[config.mk]
export PLATFORM = sky130hd
export DESIGN_NAME = pe_dot_accum_flat
export DESIGN_NICKNAME = d
export VERILOG_FILES = /design/src/rtl/pe_dot_accum_if.sv /design/src/rtl/pe_dot_accum.sv /design/src/flat_wrapper.sv
export SDC_FILE = /design/constraint.sdc
export NUM_CORES = 2
export LEC_CHECK = 0
export ABC_AREA = 1
export CORE_ASPECT_RATIO = 0.9
export CORE_MARGIN = 2
export CORE_UTILIZATION = 40
export CTS_BUF_LIST = sky130_fd_sc_hd__clkbuf_8
export CTS_CLUSTER_SIZE = 40
export DETAILED_ROUTE_END_ITERATION = 6
export GPL_ROUTABILITY_DRIVEN = 1
export SLEW_MARGIN = 10
export SYNTH_ARGS = -nofsm -noshare
export SYNTH_HDL_FRONTEND = slang
export SYNTH_SLANG_ARGS = --single-unit
[constraint.sdc]
create_clock -name clock -period 5.87 [get_ports clock]
set_clock_uncertainty 0.15 [all_clocks]
set_input_delay 0.587 -clock clock [delete_from_list [all_inputs] [get_ports clock]]
set_output_delay 0.587 -clock clock [all_outputs]
set_load 0.02 [all_outputs]
[src/rtl/pe_dot_accum_if.sv]
// Bus between the PE dot-product stage/control and the window accumulator.
// Control flags lead i_dot_result by DOT_LATENCY cycles; there is no backpressure.
interface pe_dot_accum_if #(
  parameter int NUM_DOTS         = 2,
  parameter int NUM_FEATURES     = 2,
  parameter int NUM_FILTERS      = 4,
  parameter int DOT_OUTPUT_WIDTH = 16,
  parameter int ACCUM_WIDTH      = 32
);
  logic i_valid;
  logic i_first;
  logic i_last;
  logic [NUM_DOTS-1:0][NUM_FEATURES-1:0][NUM_FILTERS-1:0][DOT_OUTPUT_WIDTH-1:0] i_dot_result;
  logic o_valid;
  logic [NUM_FEATURES-1:0][NUM_FILTERS-1:0][ACCUM_WIDTH-1:0] o_result;
  logic o_overflow;
  logic o_protocol_err;

  modport master (
    output i_valid, i_first, i_last, i_dot_result,
    input  o_valid, o_result, o_overflow, o_protocol_err
  );

  modport slave (
    input  i_valid, i_first, i_last, i_dot_result,
    output o_valid, o_result, o_overflow, o_protocol_err
  );
endinterface

[src/rtl/pe_dot_accum.sv]
// Sums dot lanes per (feature, filter) and accumulates over a first/last window; o_valid
// pulses DOT_LATENCY+1 cycles after the last beat's i_valid. No backpressure: every pulse must be taken.
module pe_dot_accum #(
  parameter int NUM_DOTS         = 2,
  parameter int NUM_FEATURES     = 2,
  parameter int NUM_FILTERS      = 4,
  parameter int DOT_OUTPUT_WIDTH = 16,
  parameter int ACCUM_WIDTH      = 32,
  parameter int DOT_LATENCY      = 4
) (
  input  logic         clock,
  input  logic         resetn,
  pe_dot_accum_if.slave bus
);
  localparam int SW = ACCUM_WIDTH + 1;

  typedef enum logic {IDLE, ACCUM} state_t;

  state_t state_q, state_d;
  logic [DOT_LATENCY-1:0][2:0] ctrl_q, ctrl_d;
  logic a_valid, a_first, a_last;
  logic open_win;

  logic [NUM_FEATURES-1:0][NUM_FILTERS-1:0][ACCUM_WIDTH-1:0] acc_q, acc_d;
  logic [NUM_FEATURES-1:0][NUM_FILTERS-1:0][ACCUM_WIDTH-1:0] result_q, result_d;
  logic [NUM_FEATURES-1:0][NUM_FILTERS-1:0][ACCUM_WIDTH-1:0] sat_n;
  logic [NUM_FEATURES-1:0][NUM_FILTERS-1:0]                  sat_hit;

  logic o_valid_q, o_valid_d;
  logic overflow_q, overflow_d;
  logic proto_err_q, proto_err_d;

  // Control flags ride a delay line so they meet their dot results.
  always_comb begin
    ctrl_d[0] = {bus.i_valid, bus.i_first, bus.i_last};
    for (int i = 1; i < DOT_LATENCY; i++) begin
      ctrl_d[i] = ctrl_q[i-1];
    end
  end

  assign {a_valid, a_first, a_last} = ctrl_q[DOT_LATENCY-1];
  assign open_win = (state_q == IDLE) || a_first;

  for (genvar gf = 0; gf < NUM_FEATURES; gf++) begin : g_feat
    for (genvar gk = 0; gk < NUM_FILTERS; gk++) begin : g_filt
      logic signed [SW-1:0] lane_sum;
      logic signed [SW-1:0] base;
      logic signed [SW-1:0] n;

      always_comb begin
        lane_sum = '0;
        for (int d = 0; d < NUM_DOTS; d++) begin
          lane_sum = lane_sum + SW'($signed(bus.i_dot_result[d][gf][gk]));
        end
      end

      assign base = open_win ? '0 : SW'($signed(acc_q[gf][gk]));
      assign n    = base + lane_sum;

      // Top two bits disagree exactly when n leaves the ACCUM_WIDTH signed range.
      assign sat_hit[gf][gk] = n[SW-1] ^ n[SW-2];
      assign sat_n[gf][gk]   = !sat_hit[gf][gk] ? n[ACCUM_WIDTH-1:0] :
                               (n[SW-1] ? {1'b1, {(ACCUM_WIDTH-1){1'b0}}}
                                        : {1'b0, {(ACCUM_WIDTH-1){1'b1}}});
    end
  end

  always_comb begin
    state_d     = state_q;
    acc_d       = acc_q;
    result_d    = result_q;
    o_valid_d   = 1'b0;
    overflow_d  = overflow_q;
    proto_err_d = proto_err_q;
    if (a_valid) begin
      acc_d = sat_n;
      if (|sat_hit) begin
        overflow_d = 1'b1;
      end
      if (((state_q == IDLE) && !a_first) || ((state_q == ACCUM) && a_first)) begin
        proto_err_d = 1'b1;
      end
      if (a_last) begin
        o_valid_d = 1'b1;
        result_d  = sat_n;
        state_d   = IDLE;
      end else begin
        state_d = ACCUM;
      end
    end
  end

  always_ff @(posedge clock or negedge resetn) begin
    if (!resetn) begin
      state_q     <= IDLE;
      ctrl_q      <= '0;
      acc_q       <= '0;
      result_q    <= '0;
      o_valid_q   <= 1'b0;
      overflow_q  <= 1'b0;
      proto_err_q <= 1'b0;
    end else begin
      state_q     <= state_d;
      ctrl_q      <= ctrl_d;
      acc_q       <= acc_d;
      result_q    <= result_d;
      o_valid_q   <= o_valid_d;
      overflow_q  <= overflow_d;
      proto_err_q <= proto_err_d;
    end
  end

  assign bus.o_valid        = o_valid_q;
  assign bus.o_result       = result_q;
  assign bus.o_overflow     = overflow_q;
  assign bus.o_protocol_err = proto_err_q;
endmodule
[src/flat_wrapper.sv]
// flat-port wrapper written by rule: the top's interface ports become plain ports
module pe_dot_accum_flat 
#(
  parameter int NUM_DOTS         = 2,
  parameter int NUM_FEATURES     = 2,
  parameter int NUM_FILTERS      = 4,
  parameter int DOT_OUTPUT_WIDTH = 16,
  parameter int ACCUM_WIDTH      = 32,
  parameter int DOT_LATENCY      = 4
)
  (clock, resetn, bus_i_valid, bus_i_first, bus_i_last, bus_i_dot_result, bus_o_valid, bus_o_result, bus_o_overflow, bus_o_protocol_err);
  pe_dot_accum_if #(.NUM_DOTS(NUM_DOTS), .NUM_FEATURES(NUM_FEATURES), .NUM_FILTERS(NUM_FILTERS), .DOT_OUTPUT_WIDTH(DOT_OUTPUT_WIDTH), .ACCUM_WIDTH(ACCUM_WIDTH)) bus_i ();
  input  logic clock;
  input  logic resetn;
  input wire logic [$bits(bus_i.i_valid)-1:0] bus_i_valid;
  input wire logic [$bits(bus_i.i_first)-1:0] bus_i_first;
  input wire logic [$bits(bus_i.i_last)-1:0] bus_i_last;
  input wire logic [$bits(bus_i.i_dot_result)-1:0] bus_i_dot_result;
  output wire logic [$bits(bus_i.o_valid)-1:0] bus_o_valid;
  output wire logic [$bits(bus_i.o_result)-1:0] bus_o_result;
  output wire logic [$bits(bus_i.o_overflow)-1:0] bus_o_overflow;
  output wire logic [$bits(bus_i.o_protocol_err)-1:0] bus_o_protocol_err;
  assign bus_i.i_valid = bus_i_valid;
  assign bus_i.i_first = bus_i_first;
  assign bus_i.i_last = bus_i_last;
  assign bus_i.i_dot_result = bus_i_dot_result;
  assign bus_o_valid = bus_i.o_valid;
  assign bus_o_result = bus_i.o_result;
  assign bus_o_overflow = bus_i.o_overflow;
  assign bus_o_protocol_err = bus_i.o_protocol_err;
  pe_dot_accum #(.NUM_DOTS(NUM_DOTS), .NUM_FEATURES(NUM_FEATURES), .NUM_FILTERS(NUM_FILTERS), .DOT_OUTPUT_WIDTH(DOT_OUTPUT_WIDTH), .ACCUM_WIDTH(ACCUM_WIDTH), .DOT_LATENCY(DOT_LATENCY)) u_core (.clock(clock), .resetn(resetn), .bus(bus_i));
endmodule
==> results.sh <==
export IMPL_final_area_um2=51500
export IMPL_power_density_nw_per_um2=457
export IMPL_io_buffers=519
export IMPL_synth_top_cells_by_area="dfrtp_1 (31%), nand2_1 (21%), ha_1 (9.5%), inv_1 (6.3%), xor2_1 (4.2%)"
export IMPL_rrSetupSlack_ns=1.06
export IMPL_path_buf_inv=3
export IMPL_vias=40676
export IMPL_grtUsageTotal_pct=23.6
export IMPL_initial_core_util_pct=40.5
export IMPL_synth_edf_count=0
export IMPL_via_per_inst=4.95
export IMPL_cts_root_buf="clkbuf_8"
export IMPL_grt_pass1_wl_um=209000
export IMPL_antenna_found_initial=4
export IMPL_drt_total_wl_um=128000
export IMPL_clock_path_buffers=3
export IMPL_rows=112
export IMPL_period_minus_slack_ns=5.25
export IMPL_hold_ws_ns=0.142
export IMPL_seq_area_frac_synth_pct=31.4
export IMPL_postSynth_asyncResetShare_pct=100
export IMPL_drtIter0Drc=2691
export IMPL_cp_arrival_ns=5.73
export IMPL_layout_drive_gt1_share_pct=6.63
export IMPL_clk_pin_slew_ns=0.06
export IMPL_grt_start_max_net_pins=157
export IMPL_synth_area_um2=42100
export IMPL_worstSkewPairLatency_ns=0.75
export IMPL_p_leak_uw=0.0283
export IMPL_die_area_um2=108000
export IMPL_htree_levels=3
export IMPL_hp_class="in -> reg"
export IMPL_end_kind="flip-flop"
export IMPL_core_area_um2=104000
export IMPL_synth_cell_types=50
export IMPL_hpwlAfterDp_um=94100
export IMPL_finalHoldViolCount=0
export IMPL_required_ns=6.34
export IMPL_layout_common_cells="nand2_1 (2,368), inv_1 (730), dfrtp_1 (527)"
export IMPL_synth_seq_cells=528
export IMPL_chipWidth_um=346
export IMPL_post_synth_cell_area_avg_um2=6.77
export IMPL_slowest_stage="clkdlybuf4s50_1"
export IMPL_crit_type="in -> reg"
export IMPL_cts_sinks=528
export IMPL_path_max_fanout=3
export IMPL_syn_inst=6216
export IMPL_post_route_period_util_pct=89.5
export IMPL_final_setup_viol_count=0
export IMPL_startpoint_type="input pin"
export IMPL_utilization_pct=49.6
export IMPL_syn2layout_area_growth_pct=22.5
export IMPL_drtPass1Iterations=6
export IMPL_placed_cell_area_um2=49400
export IMPL_cpLargestDelayFamily="simple AND/OR/NAND/NOR gates"
export IMPL_synth_top_flop_cell="dfrtp_1"
export IMPL_gp_congestion=0.893
export IMPL_max_cap_violations=0
export IMPL_cpMostUsedCell="nand2_1"
export IMPL_rsz0062_at_grt="false"
export IMPL_ant_nets=0
export IMPL_die_h_um=312
export IMPL_synth_top_cell_area_share_pct=31.4
export IMPL_syn_num_nets=6814
export IMPL_yosys_area_top_type="dfrtp_1"
export IMPL_status="completed"
export IMPL_overflow=0
export IMPL_worstMarginPinSlew_ns=1.06
export IMPL_yosysWarnings=0
export IMPL_irDropWorstVdd_v=0.000235
export IMPL_num_io_pins=520
export IMPL_first_global_vias=39881
export IMPL_maxSlewViolCount=0
export IMPL_fin_nets=7370
export IMPL_wl_per_cell_um=15.5
export IMPL_clock_fmax_mhz=190
export IMPL_cts_buffers=97
export IMPL_cts_tree="built"
export IMPL_drc=0
export IMPL_cpPeakStageDelay_ns=0.42
export IMPL_max_slew_margin_pct=29.6
export IMPL_final_common_cell="nand2_1"
-- synthesized netlist by cell type, drive strengths merged (80+ instances only) --
library cell / number
o21ai: 279
dfrtp: 528
a21oi: 311
clkbuf: 122
inv: 726
a31oi: 184
nand3: 238
xnor2: 124
buf: 80
nor2: 430
nand2: 2436
xor2: 204
ha: 321
-- metrics by stage --
stage          instances  setup slack [ns]  setup TNS [ns]  power (uW)
3_3_place_gp        8040           -0.0824          -0.361       19600
4_1_cts             8218             0.657               0       23800
5_1_grt             8223            0.0259               0       25600
3_5_place_dp        8040            -0.105          -0.272       19700
2_1_floorplan       6216             0.991               0       14800
6_report            8224             0.616               0       23500
-- power breakdown --
group | switching, uW | leakage [uW] | internal (uW)
sequential | 1060 | 0.00625 | 5360
combinational | 8070 | 0.0209 | 5190
clock | 1700 | 0.00117 | 2170
-- flip-flops by register name, summed over array words and instances, names as in the netlist --
| register | flops |
|---|---|
| u_core.acc_q | 256 |
| u_core.bus.o_result | 256 |
| u_core.ctrl_d | 9 |
| u_core.a_first | 1 |
| u_core.a_last | 1 |
| u_core.a_valid | 1 |
| u_core.bus.o_overflow | 1 |
| u_core.bus.o_protocol_err | 1 |
| u_core.bus.o_valid | 1 |
| u_core.state_q | 1 |
-- final timing paths --
check / startpoint / endpoint / cells past startpoint
hold reg to reg: u_core.ctrl_d[7] / u_core.ctrl_d[10] / 0
setup / recovery: bus_i_dot_result[2] / u_core.bus.o_overflow / 36
max in group asynchronous: resetn / u_core.bus.o_result[118] / 3
setup reg to reg: u_core.a_first / u_core.bus.o_overflow / 28
min in group asynchronous: resetn / u_core.acc_q[203] / 2
hold / removal: bus_i_first / u_core.ctrl_d[4] / 1
-- area by class of cell --
type	count	area [um^2]
fillers	10686	52400
multi-input cells	4760	25200
flip-flops and latches	528	13200
repair buffers	659	6500
inverters	726	2740
well taps	1368	1710
clock buffers	121	1670
clock inverters	56	452
diodes	6	15.0
-- cell families (layout without fill, tap and decap cells) --
kind of cell	after synthesis	count (layout)	synth area share, %
AOI/OAI and AO/OA	895	895	12.4
DFF	528	528	31.4
adders and majority gates	337	337	10.3
other	0	6	0
buffers and inverters	928	1562	8.66
xor gates and xnor gates	328	328	6.83
and+or+nand+nor	3200	3200	30.4
-- metal layers --
layer,track usage (%),part of all wire [%],up-vias
li1,-,-,20968
met1,32.8,49,18656
met2,37.0,43,889
met3,5.26,6.0,159
met4,5.67,2.2,4
met5,0,0.017,-
-- worst reg2reg max path, delay by kind of cell, from the launching register on --
kind	cells	cell delay, ns
simple gates	18	2.11
buf+inv	7	1.39
fa+ha+maj	2	0.54
flops	1	0.36
compound gates	1	0.14
-- what timing repair did --
action                                 4_1_cts  5_1_grt
buffers inserted                             0        0
endpoints found under the hold margin       93        0
hold buffers                                 1        0
resized for setup                            0        0
(Power assumes the default switching activity.)
